**config.mk**
```make
export PLATFORM = sky130hd
export DESIGN_NAME = mem_block_mover
export DESIGN_NICKNAME = d
export VERILOG_FILES = /design/src/rtl/mem_block_mover_pkg.sv /design/src/rtl/mem_block_mover_addr_gen.sv /design/src/rtl/mem_block_mover.sv
export SDC_FILE = /design/constraint.sdc
export NUM_CORES = 1
export LEC_CHECK = 0
export CORE_UTILIZATION = 25
export CTS_CLUSTER_DIAMETER = 50
export DETAILED_ROUTE_END_ITERATION = 10
export PLACE_DENSITY = 0.5
export SKIP_CTS_REPAIR_TIMING = 1
export SYNTH_ARGS = -nofsm -noshare
export SYNTH_HDL_FRONTEND = slang
export SYNTH_SLANG_ARGS = --single-unit
```
**constraint.sdc**
```tcl
create_clock -name clk -period 5.1 [get_ports clk]
set_input_delay 1.53 -clock clk [delete_from_list [all_inputs] [get_ports clk]]
set_output_delay 1.53 -clock clk [all_outputs]
set_load 0.05 [all_outputs]
```
**src/rtl/mem_block_mover_pkg.sv**
```systemverilog
// Shared types and defaults for the strided block mover.
// State encoding plus default address/data widths and memory depth.
package mem_block_mover_pkg;

  localparam int ADDR_W_DEF    = 16;
  localparam int DATA_W_DEF    = 16;
  localparam int MEM_DEPTH_DEF = 1000;

  typedef enum logic [1:0] {
    ST_IDLE = 2'd0,
    ST_RD   = 2'd1,
    ST_WR   = 2'd2,
    ST_FIN  = 2'd3
  } mv_state_t;

endpackage

```
**src/rtl/mem_block_mover_addr_gen.sv**
```systemverilog
// Strided pointer register: load base/stride, step by stride, range check.
// Ports: clk, rst, i_load, i_step, i_base, i_stride -> o_ptr, o_oor.
module mem_block_addr_gen
  import mem_block_mover_pkg::*;
#(
  parameter int ADDR_W    = ADDR_W_DEF,
  parameter int MEM_DEPTH = MEM_DEPTH_DEF
) (
  input  logic              clk,
  input  logic              rst,
  input  logic              i_load,
  input  logic              i_step,
  input  logic [ADDR_W-1:0] i_base,
  input  logic [ADDR_W-1:0] i_stride,
  output logic [ADDR_W-1:0] o_ptr,
  output logic              o_oor
);

  // One extra bit so MEM_DEPTH == 2**ADDR_W still compares correctly.
  localparam logic [ADDR_W:0] LIM = (ADDR_W+1)'(MEM_DEPTH);

  logic [ADDR_W-1:0] r_ptr;
  logic [ADDR_W-1:0] r_stride;

  always_ff @(posedge clk or posedge rst) begin
    if (rst) begin
      r_ptr    <= '0;
      r_stride <= '0;
    end else if (i_load) begin
      r_ptr    <= i_base;
      r_stride <= i_stride;
    end else if (i_step) begin
      // Wraps modulo 2**ADDR_W; range check catches the result.
      r_ptr <= r_ptr + r_stride;
    end
  end

  assign o_ptr = r_ptr;
  assign o_oor = {1'b0, r_ptr} >= LIM;

endmodule

```
**src/rtl/mem_block_mover.sv**
```systemverilog
// Strided memory-to-memory word mover on a single memory port.
// Ports: start/busy/done/err handshake, strided src/dst setup, mem_* port.
module mem_block_mover
  import mem_block_mover_pkg::*;
#(
  parameter int ADDR_W    = ADDR_W_DEF,
  parameter int DATA_W    = DATA_W_DEF,
  parameter int MEM_DEPTH = MEM_DEPTH_DEF
) (
  input  logic              clk,
  input  logic              rst,
  input  logic              start,
  input  logic [ADDR_W-1:0] src_base,
  input  logic [ADDR_W-1:0] dst_base,
  input  logic [ADDR_W-1:0] src_stride,
  input  logic [ADDR_W-1:0] dst_stride,
  input  logic [ADDR_W-1:0] count,
  output logic              busy,
  output logic              done,
  output logic              err,
  output logic [ADDR_W-1:0] mem_addr,
  output logic              mem_we,
  output logic [DATA_W-1:0] mem_wdata,
  input  logic [DATA_W-1:0] mem_rdata
);

  mv_state_t         r_state;
  logic [ADDR_W-1:0] r_cnt;
  logic [DATA_W-1:0] r_data;
  logic [ADDR_W-1:0] r_addr_hold;
  logic              r_done;
  logic              r_err;

  logic [ADDR_W-1:0] w_src_ptr;
  logic [ADDR_W-1:0] w_dst_ptr;
  logic              w_src_oor;
  logic              w_dst_oor;
  logic              w_load;
  logic              w_step;

  assign w_load = (r_state == ST_IDLE) && start;
  assign w_step = (r_state == ST_WR) && !w_dst_oor;

  mem_block_addr_gen #(
    .ADDR_W    (ADDR_W),
    .MEM_DEPTH (MEM_DEPTH)
  ) u_src (
    .clk      (clk),
    .rst      (rst),
    .i_load   (w_load),
    .i_step   (w_step),
    .i_base   (src_base),
    .i_stride (src_stride),
    .o_ptr    (w_src_ptr),
    .o_oor    (w_src_oor)
  );

  mem_block_addr_gen #(
    .ADDR_W    (ADDR_W),
    .MEM_DEPTH (MEM_DEPTH)
  ) u_dst (
    .clk      (clk),
    .rst      (rst),
    .i_load   (w_load),
    .i_step   (w_step),
    .i_base   (dst_base),
    .i_stride (dst_stride),
    .o_ptr    (w_dst_ptr),
    .o_oor    (w_dst_oor)
  );

  always_ff @(posedge clk or posedge rst) begin
    if (rst) begin
      r_state     <= ST_IDLE;
      r_cnt       <= '0;
      r_data      <= '0;
      r_addr_hold <= '0;
      r_done      <= 1'b0;
      r_err       <= 1'b0;
    end else begin
      r_done <= 1'b0;
      unique case (r_state)
        ST_IDLE: begin
          if (start) begin
            r_err <= 1'b0;
            r_cnt <= count;
            if (count == '0) begin
              r_state <= ST_FIN;
              r_done  <= 1'b1;
            end else begin
              r_state <= ST_RD;
            end
          end
        end
        ST_RD: begin
          r_data      <= mem_rdata;
          r_addr_hold <= w_src_ptr;
          if (w_src_oor) begin
            r_err   <= 1'b1;
            r_state <= ST_FIN;
            r_done  <= 1'b1;
          end else begin
            r_state <= ST_WR;
          end
        end
        ST_WR: begin
          r_addr_hold <= w_dst_ptr;
          if (w_dst_oor) begin
            r_err   <= 1'b1;
            r_state <= ST_FIN;
            r_done  <= 1'b1;
          end else begin
            r_cnt <= r_cnt - 1'b1;
            if (r_cnt == ADDR_W'(1)) begin
              r_state <= ST_FIN;
              r_done  <= 1'b1;
            end else begin
              r_state <= ST_RD;
            end
          end
        end
        ST_FIN: begin
          r_state <= ST_IDLE;
        end
        default: r_state <= ST_IDLE;
      endcase
    end
  end

  // Address follows the active pointer; otherwise holds the last one driven.
  always_comb begin
    mem_addr = r_addr_hold;
    unique case (r_state)
      ST_RD:   mem_addr = w_src_ptr;
      ST_WR:   mem_addr = w_dst_ptr;
      default: mem_addr = r_addr_hold;
    endcase
  end

  assign mem_we    = (r_state == ST_WR) && !w_dst_oor;
  assign mem_wdata = r_data;
  assign busy      = (r_state != ST_IDLE);
  assign done      = r_done;
  assign err       = r_err;

endmodule

```
==> results.toml <==
[run_status]
run_status = "completed"

[detailed_routing]
met1Wirelength_mm = 9.28
topRoutingLayerUsed = "met4"
route.met3.wl_mm = 1.43
drtAntennaViolNets = 0
vias_per_cell = 4.82
vias = 5866
wl_per_cell_um = 16.2
detail_route.wirelength_mm = 19.8
detail_route.drc_violations = 0
first_iter_violations = 299
met2_routed_wirelength_mm = 8.87
dr.pass1.iters = 5

[setup_path]
critical_path.startpoint_type = "register"
cp_data_arrival_time_ps = 3030
path_max_fanout = 20
slowest_stage = "sky130_fd_sc_hd__clkdlybuf4s50_1"
ordered_cell_list_for_the_critical_path = "inv_1 > ha_1 > buf_4 > nor2_1 > a21oi_1 > clkdlybuf4s50_1"
path_class = "reg -> out"
critical_path.endpoint_type = "output port"
timing.critical_path.buf_inv = 3
critical-path-top-delay-family = "buffers and inverters"
worstPathRequired_ps = 3570
cp_max_stage_delay_ps = 870
rr_endpoint = "r_cnt[8]"
timing.reg2reg.worst_path_depth = 11
timing.reg2reg.setup_slack_ps = 1610
rr_startpoint = "r_state[0]"

[synthesis]
synthesis.nets = 885
syn_avg_cell_area_sq_um = 8.79
asyncSetResetFlopFracSynth = 1.00
synth-edff-count = 0
synthDominantCellAreaShare = 0.442
syn_area_sq_um = 6560
ys_ff_latch = 116
synthTopCellsByArea = "sky130_fd_sc_hd__dfrtp_1 (44%), sky130_fd_sc_hd__nand2_1 (8.2%), sky130_fd_sc_hd__ha_1 (7.1%), sky130_fd_sc_hd__a21oi_1 (6.2%), sky130_fd_sc_hd__nor2_1 (4.1%)"
yosysWarnings = 0
synthesized_instance_count = 747
yosysSeqAreaShare = 0.442
top_reg_cell_synth = "sky130_fd_sc_hd__dfrtp_1"
synth_top_cell_by_area = "sky130_fd_sc_hd__dfrtp_1"
yosysUniqueCellTypes = 60

[timing]
postLayoutSetupSlackWorst_ps = 536
finalCritPeriodShare = 0.895
final-max-slew-violation-count = 0
fin_worst_skew_ps = 10.5
worst-slew-pin-transition_ps = 727
layout_min_cycle_time_ps = 4560
hold_ws_ps = 486
final_hold_fails = 0
fmax_ghz = 0.219
rsz0062_at_grt = "no"
final-setup-viol-count = 0
finalSetupTns_ps = 0
headroom_to_the_max_slew_limit = 0.515

[global_route]
globalRoute.totalOverflow = 0
antenna_found_initial = 1
grt_max_degree = 52
first_global_vias = 5888
grt_pass1_wl_mm = 31.6
grt_util_all_layers = 0.154

[die]
initial_utilization = 0.258
core_area_sq_um = 25500
die_w_um = 164
die_outline_height_um = 164
pin_count = 135
row_count = 58
design.die.area_sq_um = 26900

[pwr]
cellPowerDensity_nw_per_um2 = 807
power.ir.vdd_worst_uv = 1030
power.leakage_nw = 3.72

[placement]
detailed_place_hpwl_mm = 14.4
numPortBuffers = 134
gp_congestion = 0.796
setup_slack_after_placement_ps = 975

[min_path]
hp-class = "reg -> reg"
hold_depth = 2
hold_path_end = "u_dst.r_stride[7]"
timing.hold.worst.start = "u_dst.r_stride[7]"

[clocking]
clock_tree.root_cell = "sky130_fd_sc_hd__clkbuf_16"
tritoncts = "yes"
clock_latency_ps = 420
clk_path_buf_depth = 2
cts.sink_count = 116
tritoncts.num_buffers = 17
clk_pin_slew_ps = 60
cts-htree-levels = 4

[finish]
nNetsFinal = 1014
share_of_the_core_filled_with_cells = 0.347
layout_common_cells = "sky130_fd_sc_hd__nand2_1 (142), sky130_fd_sc_hd__clkdlybuf4s50_1 (133), sky130_fd_sc_hd__dfrtp_1 (116)"
multi_input_area_sq_um = 3460
synthToLayoutAreaGrowth_pct = 34.6
post_route_cells_drive_above_1_share = 0.0779
mostFrequentLayoutCell = "sky130_fd_sc_hd__nand2_1"
ff_latch_area_sq_um = 2900
nFillCells = 2682

[flow_run]
cap_violations = 0
area by class of cell:
class	count	area share
clock buffer	25	0.0572
multi-input combinational	580	0.392
clock inverter	4	0.00538
antenna	1	0.000283
timing repair buffer	146	0.163
sequential	116	0.329
inverter	15	0.00666
tap	330	0.0467
cell usage after synthesis (4+ instances only):
library cell / count
sky130_fd_sc_hd__nand2b_1: 4
sky130_fd_sc_hd__buf_2: 5
sky130_fd_sc_hd__nand3_1: 16
sky130_fd_sc_hd__inv_1: 14
sky130_fd_sc_hd__o21ai_0: 45
sky130_fd_sc_hd__xnor2_1: 7
sky130_fd_sc_hd__dfrtp_1: 116
sky130_fd_sc_hd__a21o_1: 7
sky130_fd_sc_hd__o21a_1: 7
sky130_fd_sc_hd__xor2_1: 13
sky130_fd_sc_hd__mux2_2: 17
sky130_fd_sc_hd__nor2_1: 71
sky130_fd_sc_hd__and3_1: 4
sky130_fd_sc_hd__a21oi_1: 81
sky130_fd_sc_hd__a31oi_1: 7
sky130_fd_sc_hd__ha_1: 37
sky130_fd_sc_hd__nand2_1: 143
sky130_fd_sc_hd__nand4_1: 5
sky130_fd_sc_hd__mux2i_1: 5
sky130_fd_sc_hd__a211oi_1: 5
sky130_fd_sc_hd__nor2b_1: 7
sky130_fd_sc_hd__clkbuf_1: 29
sky130_fd_sc_hd__o211ai_1: 4
sky130_fd_sc_hd__nor4_1: 8
sky130_fd_sc_hd__nor3_1: 15
sky130_fd_sc_hd__a22oi_1: 19
sky130_fd_sc_hd__o22ai_1: 10
per-layer routing:
layer  up-vias  track usage
met5         -            0
met4         0       0.0429
met3        12       0.0475
met2       165        0.243
met1      2763        0.203
li1       2926            -
registers in the layout, summed over array words and instances (netlist names):
signal	flops
mem_wdata	16
u_dst.r_stride	16
err	1
done	1
r_addr_hold	16
u_src.o_ptr	16
r_cnt	16
u_src.r_stride	16
u_dst.o_ptr	16
r_state	2
cell families after synthesis:
kind of cell    synth area share
flops                      0.442
buf+inv                   0.0307
mux                       0.0368
simple gates               0.195
fa+ha+maj                 0.0766
compound gates             0.192
xor+xnor                  0.0267
worst reg2reg max path: cells and delay by family, from the launching register on:
family / cells / cell delay, ps
AOI/OAI and AO/OA: 3 / 930
adders and majority gates: 1 / 640
buffers and inverters: 5 / 1250
DFF: 1 / 420
and+or+nand+nor: 2 / 180
worst max path at each step:
| stage | to | cells after the start | from |
|---|---|---|---|
| CTS | mem_addr[6] | 6 | r_state[0] |
| floorplan | done | 1 | rst |
| global route | mem_addr[6] | 6 | r_state[0] |
| finish | mem_addr[8] | 6 | r_state[0] |
| global placement | mem_addr[7] | 6 | r_state[0] |
| detailed placement | mem_addr[6] | 6 | r_state[0] |
report_power, final:
group / leakage (nW) / internal [W] / total, W / switching [W]
logic: 2.07 / 0.00160 / 0.00417 / 0.00258
clock network: 0.271 / 0.000724 / 0.00114 / 0.000413
registers: 1.38 / 0.00139 / 0.00181 / 0.000421
total: 3.72 / 0.00371 / 0.00712 / 0.00341
through the flow:
| stage | power, W | instances | cell area [sq um] |
|---|---|---|---|
| after floorplan | 0.00478 | 747 | 6560 |
| final | 0.00712 | 1217 | 8830 |
| after global routing | 0.00771 | 1216 | 8830 |
| after global placement | 0.00597 | 1187 | 8280 |
| after detailed placement | 0.00600 | 1187 | 8280 |
| after CTS | 0.00719 | 1216 | 8830 |
No activity file was read; power rests on OpenSTA's default activity.
